File: config.mk
export PLATFORM = sky130hd
export DESIGN_NAME = skinny_sbox8_inv_domd_hs_flat
export DESIGN_NICKNAME = d
export VERILOG_FILES = /design/src/rtl/skinny_sbox8_inv_domd_hs_if.sv /design/src/rtl/skinny_sbox8_inv_domd_hs.sv /design/src/flat_wrapper.sv
export SDC_FILE = /design/constraint.sdc
export NUM_CORES = 1
export LEC_CHECK = 0
export CAP_MARGIN = 40
export CELL_PAD_IN_SITES_DETAIL_PLACEMENT = 1
export CELL_PAD_IN_SITES_GLOBAL_PLACEMENT = 2
export CORE_MARGIN = 2
export CORE_UTILIZATION = 37
export DETAILED_ROUTE_END_ITERATION = 6
export HOLD_SLACK_MARGIN = 0.08
export PLACE_DENSITY_LB_ADDON = 0.1
export SETUP_SLACK_MARGIN = 0.4
export SLEW_MARGIN = 10
export SYNTH_ARGS = -nofsm -noshare
export SYNTH_HDL_FRONTEND = slang
export SYNTH_SLANG_ARGS = --single-unit
File: constraint.sdc
create_clock -name clk -period 3.8 [get_ports clk]
set_clock_uncertainty 0.15 [all_clocks]
set_input_delay 0.76 -clock clk [delete_from_list [all_inputs] [get_ports clk]]
set_output_delay 0.76 -clock clk [all_outputs]
set_load 0.02 [all_outputs]
File: src/rtl/skinny_sbox8_inv_domd_hs_if.sv
// Handshake bundle for the masked SKINNY-128 inverse S-box; d is the protection order.
// Share j of a byte occupies bits [8*j +: 8] of si/so.
interface skinny_sbox8_inv_domd_hs_if #(
    parameter int d = 2
);
    logic [8*(d+1)-1:0]     si;
    logic                   in_valid;
    logic                   in_ready;
    logic [8*d*(d+1)/2-1:0] r;
    logic                   r_req;
    logic [8*(d+1)-1:0]     so;
    logic                   out_valid;
    logic                   out_ready;

    modport master (
        output si, in_valid, r, out_ready,
        input  in_ready, r_req, so, out_valid
    );

    modport slave (
        input  si, in_valid, r, out_ready,
        output in_ready, r_req, so, out_valid
    );
endinterface

File: src/rtl/skinny_sbox8_inv_domd_hs.sv
// Masked (DOM-indep, d+1 shares) SKINNY-128 inverse S-box, four registered gadget layers.
// Optional macro SKINNY_SBOX8_INV_ZEROIZE_EN clears all share registers on the DONE->IDLE handshake.
module skinny_sbox8_inv_domd_hs #(
    parameter int d = 2
) (
    input logic                      clk,
    input logic                      rst_n,
    skinny_sbox8_inv_domd_hs_if.slave bus
);
    localparam int NS = d + 1;
    localparam int NR = d * (d + 1) / 2;

    localparam logic [1:0] IDLE = 2'd0;
    localparam logic [1:0] BUSY = 2'd1;
    localparam logic [1:0] DONE = 2'd2;

    // Indexed by gadget k (k7 first): result bit position and layer that loads it.
    localparam logic [7:0][2:0] OUT_BIT = {3'd4, 3'd6, 3'd0, 3'd1, 3'd2, 3'd7, 3'd3, 3'd5};
    localparam logic [7:0][1:0] LAYER   = {2'd3, 2'd2, 2'd1, 2'd1, 2'd0, 2'd0, 2'd0, 2'd0};

    logic [1:0]                 state;
    logic [1:0]                 cnt;
    logic [NS-1:0][7:0]         o_q;
    logic [7:0][NS-1:0][NS-1:0] term_q;
    logic [7:0][NS-1:0][NS-1:0] term_d;
    logic [NS-1:0][7:0]         b_sh;
    logic [7:0][NS-1:0]         x_op;
    logic [7:0][NS-1:0]         y_op;
    logic [7:0][NS-1:0]         z_op;
    logic [7:0][NR-1:0]         r_sl;
    logic                       a_bit;
    logic                       b_bit;

    function automatic int unsigned pair_idx(input int unsigned lo, input int unsigned hi);
        return lo * NS - (lo * (lo + 1)) / 2 + (hi - lo - 1);
    endfunction

    assign r_sl = bus.r;

    // Share compression: each output share XORs only registered terms of its own row.
    always_comb begin
        b_sh = '0;
        for (int unsigned k = 0; k < 8; k++) begin
            for (int unsigned s = 0; s < NS; s++) begin
                b_sh[s][OUT_BIT[k]] = ^term_q[k][s];
            end
        end
    end

    always_comb begin
        x_op = '0;
        y_op = '0;
        z_op = '0;
        for (int unsigned s = 0; s < NS; s++) begin
            {x_op[0][s], y_op[0][s], z_op[0][s]} = {o_q[s][6], o_q[s][5], o_q[s][7]};
            {x_op[1][s], y_op[1][s], z_op[1][s]} = {o_q[s][7], o_q[s][6], o_q[s][4]};
            {x_op[2][s], y_op[2][s], z_op[2][s]} = {o_q[s][2], o_q[s][7], o_q[s][1]};
            {x_op[3][s], y_op[3][s], z_op[3][s]} = {o_q[s][3], o_q[s][1], o_q[s][0]};
            {x_op[4][s], y_op[4][s], z_op[4][s]} = {o_q[s][5], b_sh[s][3], o_q[s][3]};
            {x_op[5][s], y_op[5][s], z_op[5][s]} = {b_sh[s][3], b_sh[s][2], o_q[s][5]};
            {x_op[6][s], y_op[6][s], z_op[6][s]} = {b_sh[s][2], b_sh[s][1], o_q[s][2]};
            {x_op[7][s], y_op[7][s], z_op[7][s]} = {b_sh[s][7], b_sh[s][6], o_q[s][6]};
        end
    end

    // nor(x,y) = AND of complements; complementing share 0 alone inverts the masked value.
    always_comb begin
        term_d = '0;
        a_bit  = 1'b0;
        b_bit  = 1'b0;
        for (int unsigned k = 0; k < 8; k++) begin
            for (int unsigned i = 0; i < NS; i++) begin
                for (int unsigned j = 0; j < NS; j++) begin
                    a_bit = x_op[k][i] ^ (i == 0);
                    b_bit = y_op[k][j] ^ (j == 0);
                    if (i == j)
                        term_d[k][i][j] = (a_bit & b_bit) ^ z_op[k][i];
                    else if (i < j)
                        term_d[k][i][j] = (a_bit & b_bit) ^ r_sl[k][pair_idx(i, j)];
                    else
                        term_d[k][i][j] = (a_bit & b_bit) ^ r_sl[k][pair_idx(j, i)];
                end
            end
        end
    end

    always_ff @(posedge clk or negedge rst_n) begin
        if (!rst_n) begin
            state  <= IDLE;
            cnt    <= '0;
            o_q    <= '0;
            term_q <= '0;
        end else begin
            case (state)
                IDLE: begin
                    if (bus.in_valid) begin
                        o_q   <= bus.si;
                        cnt   <= '0;
                        state <= BUSY;
                    end
                end
                BUSY: begin
                    for (int unsigned k = 0; k < 8; k++) begin
                        if (LAYER[k] == cnt)
                            term_q[k] <= term_d[k];
                    end
                    cnt <= cnt + 2'd1;
                    if (cnt == 2'd3)
                        state <= DONE;
                end
                DONE: begin
                    if (bus.out_ready) begin
                        state <= IDLE;
`ifdef SKINNY_SBOX8_INV_ZEROIZE_EN
                        o_q    <= '0;
                        term_q <= '0;
`endif
                    end
                end
                default: state <= IDLE;
            endcase
        end
    end

    assign bus.in_ready  = (state == IDLE);
    assign bus.out_valid = (state == DONE);
    assign bus.r_req     = (state == BUSY);
    assign bus.so        = b_sh;
endmodule

File: src/flat_wrapper.sv
// flat-port wrapper written by rule: the top's interface ports become plain ports
module skinny_sbox8_inv_domd_hs_flat 
#(
    parameter int d = 2
)
  (clk, rst_n, bus_si, bus_in_valid, bus_r, bus_out_ready, bus_in_ready, bus_r_req, bus_so, bus_out_valid);
  skinny_sbox8_inv_domd_hs_if #(.d(d)) bus_i ();
  input logic clk;
  input logic rst_n;
  input wire logic [$bits(bus_i.si)-1:0] bus_si;
  input wire logic [$bits(bus_i.in_valid)-1:0] bus_in_valid;
  input wire logic [$bits(bus_i.r)-1:0] bus_r;
  input wire logic [$bits(bus_i.out_ready)-1:0] bus_out_ready;
  output wire logic [$bits(bus_i.in_ready)-1:0] bus_in_ready;
  output wire logic [$bits(bus_i.r_req)-1:0] bus_r_req;
  output wire logic [$bits(bus_i.so)-1:0] bus_so;
  output wire logic [$bits(bus_i.out_valid)-1:0] bus_out_valid;
  assign bus_i.si = bus_si;
  assign bus_i.in_valid = bus_in_valid;
  assign bus_i.r = bus_r;
  assign bus_i.out_ready = bus_out_ready;
  assign bus_in_ready = bus_i.in_ready;
  assign bus_r_req = bus_i.r_req;
  assign bus_so = bus_i.so;
  assign bus_out_valid = bus_i.out_valid;
  skinny_sbox8_inv_domd_hs #(.d(d)) u_core (.clk(clk), .rst_n(rst_n), .bus(bus_i));
endmodule
==> results of run 1 <==
worst max-delay path: stages, from the launching register on:
cell             delay [ns]
dfrtp_1                0.38
xor3_1                 0.65
clkdlybuf4s50_1        0.69
metrics by stage:
| stage | hold slack, ns | utilization | area [um2] | std cells | setup WS (ns) |
|---|---|---|---|---|---|
| floorplan | 0.301 | - | 5230 | 515 | 1.82 |
| global placement | 0.316 | 0.443 | 6120 | 745 | 1.20 |
| detailed placement | 0.327 | 0.444 | 6140 | 746 | 1.18 |
| CTS | 0.329 | 0.467 | 6460 | 762 | 0.796 |
| global route | 0.359 | 0.467 | 6460 | 762 | 0.714 |
| finish | 0.299 | 0.467 | 6460 | 762 | 0.829 |
routing by layer:
metal  track usage  vias to the layer above  share of wire  wire length (um)
li1              -                     1874              -                 -
met1         0.250                     1913           0.46              6030
met2         0.318                       57           0.50              6600
met3        0.0258                       11          0.033               436
met4        0.0560                        0          0.013               177
met5             0                        -              0                 0
cells in the final DEF (no fill, tap or decap), types with 2 or more instances in the layout:
cell type        netlist  layout
nand2_1               62      62
or4_1                  6       6
clkbuf_1              16       2
bufinv_16              0       2
buf_4                  2       4
o21ai_0               70      70
nor2b_1               16      16
a31oi_1               30      30
xor2_1                16      16
nor2_1                35      35
o211ai_1               6       6
or3_1                 30      30
ha_1                   4       4
mux2_2                22      22
nand3b_1               2       2
xor3_1                 5       5
nand2b_1               2       2
dfrtp_1              100     100
clkdlybuf4s50_1        0      77
clkbuf_16              0       9
and3b_1                3       3
nand3_1                6       6
xnor2_1               38      38
xnor3_1                9       9
inv_1                 16      16
registers in the layout, indices dropped and copies added, names as in the netlist:
| register | flops |
|---|---|
| u_core.state | 2 |
| u_core.o_q | 24 |
| u_core.term_q | 72 |
| u_core.cnt | 2 |
worst min path at each step:
stage	start	endpoint	slack, ns	depth (start not counted)
5_1_grt	rst_n	u_core.term_q[70]$_DFFE_PN0P_	0.36	1
3_3_place_gp	u_core.term_q[31]$_DFFE_PN0P_	u_core.term_q[31]$_DFFE_PN0P_	0.32	2
2_1_floorplan	u_core.term_q[40]$_DFFE_PN0P_	u_core.term_q[40]$_DFFE_PN0P_	0.30	2
6_report	rst_n	u_core.term_q[70]$_DFFE_PN0P_	0.30	1
3_5_place_dp	u_core.term_q[40]$_DFFE_PN0P_	u_core.term_q[40]$_DFFE_PN0P_	0.33	2
4_1_cts	rst_n	u_core.term_q[26]$_DFFE_PN0P_	0.33	1
layout make-up:
type,count,area [um2],area share
inverters,16,60.1,0.00930
well taps,180,225,0.0349
repair buffers,83,836,0.129
flip-flops and latches,100,2500,0.388
multi-input cells,367,2510,0.389
clock buffers,12,246,0.0382
clock inverters,4,72.6,0.0112
cells by family (layout without fill, tap and decap cells):
family | count (synthesis) | after routing | synth area share
AO/OA/AOI/OAI | 108 | 108 | 0.114
XOR/XNOR | 69 | 69 | 0.156
adder cells (fa/ha/maj) | 4 | 4 | 0.00956
buffers and inverters | 48 | 115 | 0.0423
flip-flops | 100 | 100 | 0.478
multiplexers | 22 | 22 | 0.0473
AND/OR/NAND/NOR | 164 | 164 | 0.152
==> out/summary.md, run 1 <==
* **main area contributors after synthesis** dfrtp_1 48%, o21ai_0 6.7%, xnor2_1 6.4%
* **depth of the most critical reg-to-reg path** 5
* **pin count of the biggest net entering global routing** 73
* **nets@finish** 633
* **number of filler cells placed in the layout** 1551
* **synth-to-layout area growth** 23.4%
* **total die area** 15100 um2
* **crit path DAT** 2.06 ns
* **GPL Wtd Cong** 0.748
* **die span in y** 123 um
* **total track usage** 0.187
* **Setup Crit Path Kind** reg -> out
* **final-report hold violation count** 0
* **worst-case clock buffer depth** 2
* **number of pins exceeding their max-slew limit in the final report** 0
* **IO Count** 79
* **Async SR Flop Fraction** 1.00
* **via/cell ratio** 5.06
* **number of antenna cells inserted** 0
* **detailed-route via count** 3855
* **number of DRC violations after detailed routing** 0
* **top cells by count, synth** 100 x dfrtp_1, 70 x o21ai_0, 62 x nand2_1
* **launch instance of the worst register-to-register path** u_core.cnt[1]$_DFFE_PN0P_
* **Crit path required time** 2.89 ns
* **CTS clock-pin slew for the worst setup and hold paths** 0.06 ns
* **TritonCTS clock tree** yes
* **Post-Route Setup TNS** 0 ns
* **Tightest Pin Transition** 0.787 ns
* **Total Routed Length** 13200 um
* **setup violation total in the final timing report** 0
* **area share of the largest cell type after synthesis** 0.478
* **number of port buffers** 78
* **Root Buffer Master** clkbuf_16
* **top fanout value on the critical path** 13
* **fraction of the cycle the final worst path needs** 0.782
* **type of destination of the critical path** output pin
* **maximum frequency from static timing analysis** 337 MHz
* **area of the core region** 13800 um2
* **max capacitance violation total** 0
* **die width** 123 um
* **post-CTS setup buffer count** 0
* **H-tree level count** 3
* **final antenna-violating net count** 0
* **starting DRC count in detailed routing** 127
* **number of antenna violations at the first check in global routing** 0
* **number of flops mapped to enable cells by yosys** 0
* **vias in the first global route** 4027
* **yosys synthesis warning count** 0
* **total half-perimeter wirelength after legalization and detailed placement** 9640 um
* **number of different library cells in the post-synthesis netlist** 31
* **end point of the critical path** bus_so[2]
* **Crit Reg-Reg Endpoint** u_core.term_q[40]$_DFFE_PN0P_
* **number of resized instances in the post-cts repair step** 0
* **flip-flop and latch count after synthesis** 100
* **outcome** complete, no violations
* **cell type contributing the most total cell area after synthesis** dfrtp_1
* **initial standard-cell utilization of the core** 0.379
* **router iterations before antenna repair** 4
* **CP startpoint kind** flip-flop
* **Row Count** 43
* **TritonCTS sink count** 100
* **RSZ-0062 raised after global routing** false
* **remaining max-slew budget at the tightest pin** 0.475
* **Synth Cell Area** 5230 um2
* **TritonCTS Buffers** 9
* **cts-stage hold buffer count** 0
* **synthesized instance count** 515
* **cell with the most instances after synthesis** dfrtp_1
* **remaining global-route overflow** 0
* **part of the Yosys area used for sequential elements** 0.478
* **global-route wire length before repair** 21400 um
* **average instance area after synthesis** 10.2 um2
* **dominant register cell in the synthesized netlist** dfrtp_1
* **later-pin clock latency in the skew report** 0.35 ns
* **fraction of layout instances using a drive strength above 1** 0.0773
* **class of the worst hold path** in -> async
* **critical path startpoint** u_core.term_q[28]$_DFFE_PN0P_
* **synthesized net count** 571
* **DR WL/cell** 17.4 um
* **Final min period** 2.97 ns
* **register-to-register path setup slack** 1.93 ns
Power of run 1 is left out: the tool's default activity adds up to more than one toggle a clock period on the data nets, which glitch-free logic cannot reach.
==> inputs of run 2 (changes only) <==
- CORE_UTILIZATION: 37 -> 31
- clock period: 3.8 -> 2.52 ns (I/O delays scaled with it)
==> out/summary.md, run 2 (synthesis results as in run 1) <==
* **outcome** complete, no violations
* **most frequent cells in the layout** 98 x dfrtp_1, 70 x o21ai_0, 62 x nand2_1
* **number of port buffers** 78
* **total track usage** 0.170
* **number of antenna cells inserted** 0
* **total half-perimeter wirelength after legalization and detailed placement** 10600 um
* **area of the core region** 16500 um2
* **max capacitance violation total** 0
* **nets@finish** 658
* **vias in the first global route** 4083
* **IO Count** 79
* **via/cell ratio** 4.78
* **TritonCTS clock tree** yes
* **number of antenna violations at the first check in global routing** 0
* **register bank with the most flops** u_core.term_q
* **Worst path top cell family by delay** XOR/XNOR gates
* **remaining global-route overflow** 0
* **worst-case clock buffer depth** 2
* **fraction of the cycle the final worst path needs** 0.824
* **TritonCTS sink count** 100
* **TritonCTS Buffers** 9
* **type of destination of the critical path** output pin
* **setup ws final** 0.444 ns
* **DR WL/cell** 17.7 um
* **initial standard-cell utilization of the core** 0.317
* **number of DRC violations after detailed routing** 0
* **Hold WS** 0.348 ns
* **number of flip-flops in the largest register** 72
* **fraction of layout instances using a drive strength above 1** 0.185
* **Cell Count Post-Placement** 794
* **number of pins exceeding their max-slew limit in the final report** 0
* **CP startpoint kind** flip-flop
* **CP max stage cell** xor3_2
* **synth-to-layout area growth** 26.4%
* **global-route wire length before repair** 23300 um
* **WP buf/inv** 1
* **Non-Filler Instances** 827
* **setup violation total in the final timing report** 0
* **top fanout value on the critical path** 3
* **final antenna-violating net count** 0
* **Root Buffer Master** clkbuf_16
* **Crit path required time** 1.87 ns
* **Post-Route Setup TNS** 0 ns
* **total die area** 17900 um2
* **Final min period** 2.08 ns
* **Row Count** 47
* **die span in y** 134 um
* **worst setup timing slack at the placement stage** 0.275 ns
* **starting DRC count in detailed routing** 120
* **crit path DAT** 1.42 ns
* **Setup Crit Path Kind** reg -> out
* **H-tree level count** 3
* **class of the worst hold path** reg -> reg
* **cell-by-cell listing of the critical path** xor3_2, clkbuf_2
* **Tightest Pin Transition** 0.743 ns
* **final-report hold violation count** 0
* **detailed-route via count** 3950
* **GPL Wtd Cong** 0.759
* **Total Routed Length** 14600 um
* **router iterations before antenna repair** 4
* **maximum frequency from static timing analysis** 482 MHz
* **die width** 134 um
* **most common cell after layout, fill and taps aside** dfrtp_1
* **CTS clock-pin slew for the worst setup and hold paths** 0.07 ns
* **Top Registers** u_core.term_q (72), u_core.o_q (24)
* **later-pin clock latency in the skew report** 0.35 ns
* **remaining max-slew budget at the tightest pin** 0.504
* **pin count of the biggest net entering global routing** 73
* **peak per-stage delay on the critical path** 0.49 ns
* **RSZ-0062 raised after global routing** true
[run 2: metal layers]
metal  vias to the layer above  wire [um]  track usage
li1                       1931          -            -
met1                      1957       6540        0.214
met2                        54       7400        0.297
met3                         8        574       0.0416
met4                         0        101       0.0337
met5                         -          0            0
[run 2: timing repair]
| item | 4_1_cts | 5_1_grt |
|---|---|---|
| endpoints found under the hold margin | 16 | 0 |
| setup endpoints to repair | 27 | 17 |
| gates resized for setup | 88 | 24 |
| pin swaps | 14 | 4 |
| hold buffers | 1 | 0 |
| buffers inserted | 13 | 3 |
[run 2: final cells by class]
type	instances	area (um2)
Fill cell	1865	9910
Multi-Input combinational cell	367	2530
Sequential cell	100	2500
Timing Repair Buffer	108	941
Tap cell	220	275
Clock buffer	11	253
Inverter	16	60.1
Clock inverter	5	50.0
[run 2: worst min-delay path, stage by stage (launching register included)]
cell and delay, ns:
dfrtp_1 0.35, nand2_1 0.05, o21ai_0 0.06
[run 2: through the flow]
stage	area, um2	util
4_1_cts	6620	0.401
5_1_grt	6620	0.400
3_5_place_dp	6270	0.379
2_1_floorplan	5230	-
6_report	6620	0.400
3_3_place_gp	6270	0.379
[run 2: final timing paths]
kind	start	end	slack, ns	cells after the start
max	u_core.term_q[10]$_DFFE_PN0P_	bus_so[3]	0.44	2
min	u_core.term_q[31]$_DFFE_PN0P_	u_core.term_q[31]$_DFFE_PN0P_	0.35	2
max reg2reg	u_core.term_q[17]$_DFFE_PN0P_	u_core.term_q[44]$_DFFE_PN0P_	0.49	6
min reg2reg	u_core.term_q[31]$_DFFE_PN0P_	u_core.term_q[31]$_DFFE_PN0P_	0.35	2
max in group asynchronous	rst_n	u_core.o_q[22]$_DFFE_PN0P_	1.19	3
min in group asynchronous	rst_n	u_core.term_q[69]$_DFFE_PN0P_	0.42	2
Power of run 2 is left out for the same reason.
